$ cat config.mk
export PLATFORM = sky130hd
export DESIGN_NAME = bp_stall_profile_streamer
export DESIGN_NICKNAME = d
export VERILOG_FILES = /design/src/rtl/bp_profile_pkg.sv /design/src/rtl/bp_profile_period_timer.sv /design/src/rtl/bp_stall_profile_streamer.sv
export SDC_FILE = /design/constraint.sdc
export NUM_CORES = 1
export LEC_CHECK = 0
export CORE_AREA = 4 4 340 342
export DETAILED_ROUTE_END_ITERATION = 7
export DIE_AREA = 0 0 344 346
export GPL_TIMING_DRIVEN = 1
export PLACE_DENSITY = 0.58
export RECOVER_POWER = 25
export SETUP_SLACK_MARGIN = 0.3
export SLEW_MARGIN = 15
export SYNTH_ARGS = -nofsm -noshare
export SYNTH_HDL_FRONTEND = slang
export SYNTH_SLANG_ARGS = --single-unit
$ cat constraint.sdc
create_clock -name clk_i -period 36.1 [get_ports clk_i]
set_input_delay 10.83 -clock clk_i [delete_from_list [all_inputs] [get_ports clk_i]]
set_output_delay 10.83 -clock clk_i [all_outputs]
set_load 0.02 [all_outputs]
$ cat src/rtl/bp_profile_pkg.sv
// Shared types for the stall profiler and its snapshot streamer: reason
// enumeration, streamer FSM states and the stream header layout.
package bp_profile_pkg;

  localparam int bp_stall_reason_num_lp = 24;

  // Enum value k selects counter k in the profiler's counter bank.
  typedef enum logic [4:0] {
    e_ic_miss, e_ic_tl_miss, e_ic_fence, e_br_mispredict,
    e_target_mispredict, e_dir_mispredict, e_fe_cmd, e_fe_queue_stall,
    e_branch_override, e_ret_override, e_dc_miss, e_dc_tl_miss,
    e_dc_fence, e_long_haul, e_control_haz, e_data_haz,
    e_aux_dep, e_load_dep, e_mul_dep, e_fma_dep,
    e_sb_full, e_exception, e_eret, e_unknown
  } bp_stall_reason_e;

  typedef logic [bp_stall_reason_num_lp-1:0] bp_stall_reason_s;

  typedef enum logic [1:0] {e_idle, e_hdr, e_cnt} bp_streamer_state_e;

  typedef struct packed {
    logic [7:0]  magic;
    logic [7:0]  count;
    logic [15:0] seq;
  } bp_stream_header_s;

  localparam logic [7:0] bp_stream_magic_gp = 8'hA5;

endpackage

$ cat src/rtl/bp_profile_period_timer.sv
// Free-running sample-period timer. Fires trig_o on the last cycle of each
// period; held by freeze_i or a zero period.
module bp_profile_period_timer #(
  parameter int width_p = 32
) (
  input  logic               clk_i,
  input  logic               reset_i,
  input  logic               freeze_i,
  input  logic [width_p-1:0] period_i,
  output logic               trig_o
);

  logic [width_p-1:0] timer_r;
  logic [width_p-1:0] last_count;
  logic               active;

  assign last_count = period_i - width_p'(1);
  assign active     = (period_i != '0) && !freeze_i;
  assign trig_o     = active && (timer_r == last_count);

  // Lowering period_i below the running count lands in the '>' case and
  // clears without firing, since trig_o only decodes equality.
  always_ff @(posedge clk_i) begin
    if (reset_i) begin
      timer_r <= '0;
    end else if (active) begin
      if (timer_r >= last_count) timer_r <= '0;
      else                       timer_r <= timer_r + width_p'(1);
    end
  end

endmodule

$ cat src/rtl/bp_stall_profile_streamer.sv
// Snapshots the stall counter bank on a timer or host trigger and streams a
// header plus one word per reason over valid/ready.
module bp_stall_profile_streamer
  import bp_profile_pkg::*;
#(
  parameter int num_reasons_p  = 24,
  parameter int cnt_width_p    = 32,
  parameter int period_width_p = 32
) (
  input  logic                                 clk_i,
  input  logic                                 reset_i,
  input  logic                                 freeze_i,
  input  logic [num_reasons_p*cnt_width_p-1:0] stall_cnt_i,
  input  logic [period_width_p-1:0]            period_i,
  input  logic                                 snapshot_req_i,
  output logic [cnt_width_p-1:0]               data_o,
  output logic                                 v_o,
  input  logic                                 ready_i,
  output logic                                 busy_o,
  output logic [15:0]                          seq_o,
  output logic [15:0]                          dropped_o
);

  localparam int idx_width_lp = (num_reasons_p > 1) ? $clog2(num_reasons_p) : 1;
  localparam logic [idx_width_lp-1:0] idx_last_lp = idx_width_lp'(num_reasons_p - 1);

  bp_streamer_state_e       state_r;
  logic [idx_width_lp-1:0]  idx_r;
  logic [cnt_width_p-1:0]   shadow_r [num_reasons_p];
  logic                     trig_timer;
  logic                     trigger;
  logic                     capture;
  logic                     drop_event;
  bp_stream_header_s        header;

  bp_profile_period_timer #(.width_p(period_width_p)) period_timer (
    .clk_i    (clk_i),
    .reset_i  (reset_i),
    .freeze_i (freeze_i),
    .period_i (period_i),
    .trig_o   (trig_timer)
  );

  assign trigger    = (trig_timer | snapshot_req_i) & ~freeze_i;
  assign capture    = trigger && (state_r == e_idle);
  assign drop_event = (trigger && (state_r != e_idle)) || (freeze_i && snapshot_req_i);
  assign header     = '{magic: bp_stream_magic_gp, count: 8'(num_reasons_p), seq: seq_o};

  // NOTE: shadow regs carry no reset; they are only observable after a capture
  // has overwritten every entry, so a reset would only add fanout on reset_i.
  always_ff @(posedge clk_i) begin
    if (capture) begin
      for (int k = 0; k < num_reasons_p; k++)
        shadow_r[k] <= stall_cnt_i[k*cnt_width_p +: cnt_width_p];
    end
  end

  // NOTE: every output word decodes registered state only, so ready_i never
  // reaches v_o or data_o combinationally; the default keeps this latch-free.
  always_comb begin
    data_o = '0;
    case (state_r)
      e_hdr:   data_o = cnt_width_p'(header);
      e_cnt:   data_o = shadow_r[idx_r];
      default: data_o = '0;
    endcase
  end

  always_ff @(posedge clk_i) begin
    if (reset_i) begin
      state_r   <= e_idle;
      idx_r     <= '0;
      v_o       <= 1'b0;
      busy_o    <= 1'b0;
      seq_o     <= '0;
      dropped_o <= '0;
    end else begin
      if (drop_event && (dropped_o != 16'hFFFF))
        dropped_o <= dropped_o + 16'd1;

      case (state_r)
        e_idle: if (trigger) begin
          state_r <= e_hdr;
          v_o     <= 1'b1;
          busy_o  <= 1'b1;
        end
        e_hdr: if (ready_i) begin
          state_r <= e_cnt;
          idx_r   <= '0;
        end
        e_cnt: if (ready_i) begin
          if (idx_r == idx_last_lp) begin
            state_r <= e_idle;
            v_o     <= 1'b0;
            busy_o  <= 1'b0;
            seq_o   <= seq_o + 16'd1;
          end else begin
            idx_r <= idx_r + idx_width_lp'(1);
          end
        end
        default: state_r <= e_idle;
      endcase
    end
  end

endmodule

After elaboration in Yosys (flattened, before gate mapping)
Memory sizes are Yosys's and may differ from the RTL's. A register that Yosys moved wholly into a read port is not among the register bits. Index checks and enable logic that the tools add are counted. W data, S select, Z words.

Input port bits: 805. Output and inout port bits: 66. Memories: 1. Bits in registers: 72. Logic and storage cells: 62. RAM bits: 768.

Memory list: shadow_r (depth 24, bits a word 32, read ports 1, clocked after Yosys merged registers in 1, write ports 24, line bp_stall_profile_streamer.sv:29) `logic [cnt_width_p-1:0] shadow_r [num_reasons_p];`.

Reductions and logical operators: 17. Equal/unequal tests: 10. Multiplexer cells: 19. $lt $le $gt $ge: 1. $add $sub $neg: 5. Bitwise logic cells: 3.

Operators by type and width (count): $pmux W32 S2 (1); $add A16 B1 Y16 const B (2); $add A32 B1 Y32 const B (1); $eq A32 B32 Y1 (1); $ge A32 B32 Y1 (1); $mux W32 (1); $reduce_bool A32 Y1 (1); $sub A32 B1 Y32 const B (1); $mux W5 (5); $ne A16 B16 Y1 const B (1); $reduce_and A4 Y1 (3); $ne A2 B2 Y1 const B (5); $pmux W5 S2 (1); $mux W2 (4); $logic_and A1 B1 Y1 (6); $pmux W2 S3 (1); $reduce_bool A2 Y1 (3); $add A5 B1 Y5 const B (1); $eq A5 B5 Y1 const B (1); $mux W1 (5); $reduce_and A3 Y1 (1); $eq A2 B1 Y1 const B (1); $eq A2 B2 Y1 const B (1); $logic_not A2 Y1 (1); 6 further kinds (6).

Logic depth before layout (Yosys ltp)
Word-level depth: 8. Depth in mapped cells: 17. Mapped depth without buffers: 15.

Modules after synthesis
A second synthesis with hierarchy kept.

Cells, all modules: 1956. Area total of the unflattened synthesis: 34635.7 µm².

By module, submodules not included: bp_stall_profile_streamer (seq. area each 23963.0 µm², cells an instance 1608, area each 31793.0 µm², instances 1); bp_profile_period_timer (seq. area each 640.6 µm², cells an instance 348, area each 2842.7 µm², instances 1).

Worst setup path before layout
Ideal clock, no wire load.

Kind: input port to flip-flop. Start point: input period_i[0]. End point: memory shadow_r[0][0], enable pin. Stages on the path: 15. Setup slack: 4022 ps. Arrival: 30841 ps. Path through: inv_1 -> ha_1 -> or4b_4 -> nor3_4 -> nand3_1 -> nor3_1 -> nand2_1 -> xor2_1 -> ha_1 -> nand4_1 -> nor4_4 -> a31oi_1 -> a31o_2 -> nor2_1 -> and2_1.

RTL lines: start: declaration (line bp_stall_profile_streamer.sv:14) `input logic [period_width_p-1:0] period_i,`; end: declaration (line bp_stall_profile_streamer.sv:29).

==> metrics.txt <==
status=complete, no violations; clk_skew=about 24 ps; Setup Fix Bufs, Post-CTS=0; PD cells=47.6 mW/mm2; number of synthesized flops with an enable pin=roughly 770; WL/cell=27.6 um; Final GP Congestion=0.893; reg2reg setup slack=30180 ps; Routed Antenna Nets=0; wirelength, routed=119000 um; crit path from=period_i[7]; final hold viol count=0; final core occ=0.425; Worst VDD drop=approximately 0.000033 V; die area=0.119 mm2; Cells after Synth=1796; # Max-Cap Violations=0; most frequent cells in the layout=edfxtp_1, clkdlybuf4s50_1, dlygate4sd3_1; placement row count=between 100 and 150; fmax=between 50 and 60 MHz; min cycle time layout=between 15000 and 20000 ps; I/O pin cnt=871; number of I/O port buffers=between 800 and 900; core area=approximately 0.11 mm2; Net Sw Frac=0.215; Synth Flop Type=edfxtp_1; Clk network pwr share=0.412; Post-Synth Adder-Cell Area=0.0146; TNS Setup=0 ps; largest net degree at the start of global routing=178; Mapped Nets=2641; Critical Path Start Type=input pin; H-tree depth=3; initial antenna violation count=118; ys async rst share=0; Internal Power=0.00178 W; FF-to-FF Start=period_timer.timer_r[23]$_SDFFE_PP0P_; final max-slew violation count=0; Yosys warning total=0; DRC=0; HPWL Detailed=92000 um; slew margin rel.=0.241; NumNets Final=3541; Die X=approximately 340 um; RR Endpoint=shadow_r[8][7]$_DFFE_PP_; Yosys reg bits=845; Leak Pwr=15.4 nW; Power Total=0.00227 W; Layout area overhead=39.6%; overflow left after global routing=0; global-route wire length before repair=164000 um; Worst Setup End Kind=flip-flop; Setup CP Type=in2reg; total global-route track usage=0.195; First DRT Iteration DRCs=around 1.9k; period utilisation layout=0.502; CP Max Fanout=64; Seq pwr share=0.507; RSZ-0062 raised after global routing=false; clk slew on worst S/H paths=60 ps; sw power=between 0.0004 and 0.0005 W; CP Data Required Time=36380 ps; Slew @ Worst Pin=approximately 1100 ps; die height=346 um; Hold Crit Class=reg2reg; CP endpoint=shadow_r[8][7]$_DFFE_PP_; XOR/XNOR Fraction of Synth Area=0.0190; vias in the first global route=22.2k; Root Driver=clkbuf_16; register area share after synthesis=0.720; DR vias=21.4k; Gate power share=0.081; cells on worst reg2reg path=11; commonest non-fill, non-tap cell in the layout=edfxtp_1; final setup violation count=0; Clock Latency Late Sink=660 ps; Setup WS post-layout=around 18000 ps; mean post-synth cell area=19.0 um2; clk sinks=845; DRT Pass-1 Iters=5; area post-placement=0.0446 mm2; vias per cell=roughly 5; Post-CTS Resized=0; post-synthesis mux area share=0.159; Clock Tree Buf Depth=3; ratio of cells with drive above 1 in the final layout=0.143; CTS tree=done; cell area after layout=approximately 0.048 mm2; library cells used by synthesis=58; largest family of logic cells by synthesized area=multiplexers; Starting Density=0.304; CTS buffer count=93; CTS Hold Buffers Added=0; Syn Std Cell Area=0.0342 mm2; Simple-Gate Fraction of Synth Area=0.0499; post-synthesis compound-gate area fraction=0.0243; crit path DAT=18390 ps; filler instances=9936; pre-CTS WS=approximately 17000 ps
-- worst min path at each step --
| stage | startpoint | end | slack, ps | cells past startpoint |
|---|---|---|---|---|
| after detailed placement | state_r[1]$_SDFFE_PP0P_ | state_r[1]$_SDFFE_PP0P_ | 490 | 2 |
| after floorplan | state_r[1]$_SDFFE_PP0P_ | state_r[1]$_SDFFE_PP0P_ | 450 | 2 |
| after CTS | state_r[1]$_SDFFE_PP0P_ | state_r[1]$_SDFFE_PP0P_ | 500 | 2 |
| after global placement | state_r[1]$_SDFFE_PP0P_ | state_r[1]$_SDFFE_PP0P_ | 470 | 2 |
| final | state_r[1]$_SDFFE_PP0P_ | state_r[1]$_SDFFE_PP0P_ | 500 | 2 |
| after global routing | state_r[1]$_SDFFE_PP0P_ | state_r[1]$_SDFFE_PP0P_ | 530 | 2 |
-- state kept, by name, summed over array words and instances, names as in the netlist, named ones only --
| register | count |
|---|---|
| shadow_r | 768 |
| period_timer.timer_r | 32 |
| dropped_o | 16 |
| seq_o | 16 |
| idx_r | 5 |
| state_r | 2 |
| busy_o | 1 |
-- kinds of logic (layout without fill, tap and decap cells) --
family,count (synthesis),count (layout)
DFF,845,845
and+or+nand+nor,329,329
muxes,261,261
AOI/OAI and AO/OA,137,137
buffers and inverters,110,1086
xor gates and xnor gates,74,74
adders and majority gates,40,40
other,0,44
-- Yosys cell counts (3+ instances only) --
master    number  area [um2]
buf_4          3        22.5
a21oi_1       52         260
inv_1         19        71.3
or3_1          8        50.1
nor2_1        88         330
a21o_1         3        22.5
nor3_1        12        60.1
mux2i_1       35         350
nand2_1       70         263
nand3_1       30         150
and2_1        13        81.3
clkbuf_1      56         210
buf_1          6        22.5
ha_1          40         500
o21a_1         4        30.0
nor2b_1        4        25.0
dfxtp_1       77        1540
o311ai_0       3        26.3
mux4_2       224        5040
nor4_1        14        87.6
nand2b_1       3        18.8
and3_1        14        87.6
xor2_1        43         377
o31ai_1       11        82.6
edfxtp_1     768       23100
a211oi_1      11        82.6
a31oi_1        3        18.8
buf_2         25         125
o21ai_0       34         170
or4_1         12        90.1
nand4_1       42         263
xnor2_1       31         272
and4_1         7        61.3
-- power by group through the flow --
stage	Combinational, W	Sequential, W	Clock [W]
CTS	0.000196	0.00115	0.000961
finish	0.000184	0.00115	0.000934
global placement	0.000192	0.00117	0
detailed placement	0.000195	0.00117	0
floorplan	0.0000706	0.00121	0
global route	0.000197	0.00115	0.00100
-- routing by layer --
metal	share of wire	track usage	up-vias
li1	-	-	9210
met5	0.0014	0	-
met3	0.071	0.0442	271
met1	0.40	0.251	10900
met2	0.50	0.333	973
met4	0.030	0.0512	28
-- critical path, cell delays in order --
cell and delay, ps:
clkdlybuf4s50_1 470, or4_1 690, nor4_2 620, nand2_1 210
nor4_1 280, xnor2_1 130, ha_1 320, nand4_2 170
nor4_4 360, a31oi_1 200, a31o_2 280, nor2_1 150
and2_4 570, buf_4 680, buf_4 700, buf_4 750
buf_4 740
-- final cells by class --
type	instances	area (um2)	area share
sequential	845	24600	0.516
multi-input combinational	841	9110	0.191
timing repair buffer	896	8920	0.187
clock buffer	123	2480	0.0520
tap	1500	1880	0.0393
clock inverter	48	500	0.0105
antenna	44	110	0.00231
inverter	19	71.3	0.00150
-- through the flow --
step	hold slack, ps	std cells
global route	526	4292
finish	498	4316
floorplan	451	1796
global placement	472	4101
detailed placement	492	4101
CTS	501	4272
Note: power is estimated with default switching activity, not from simulation.
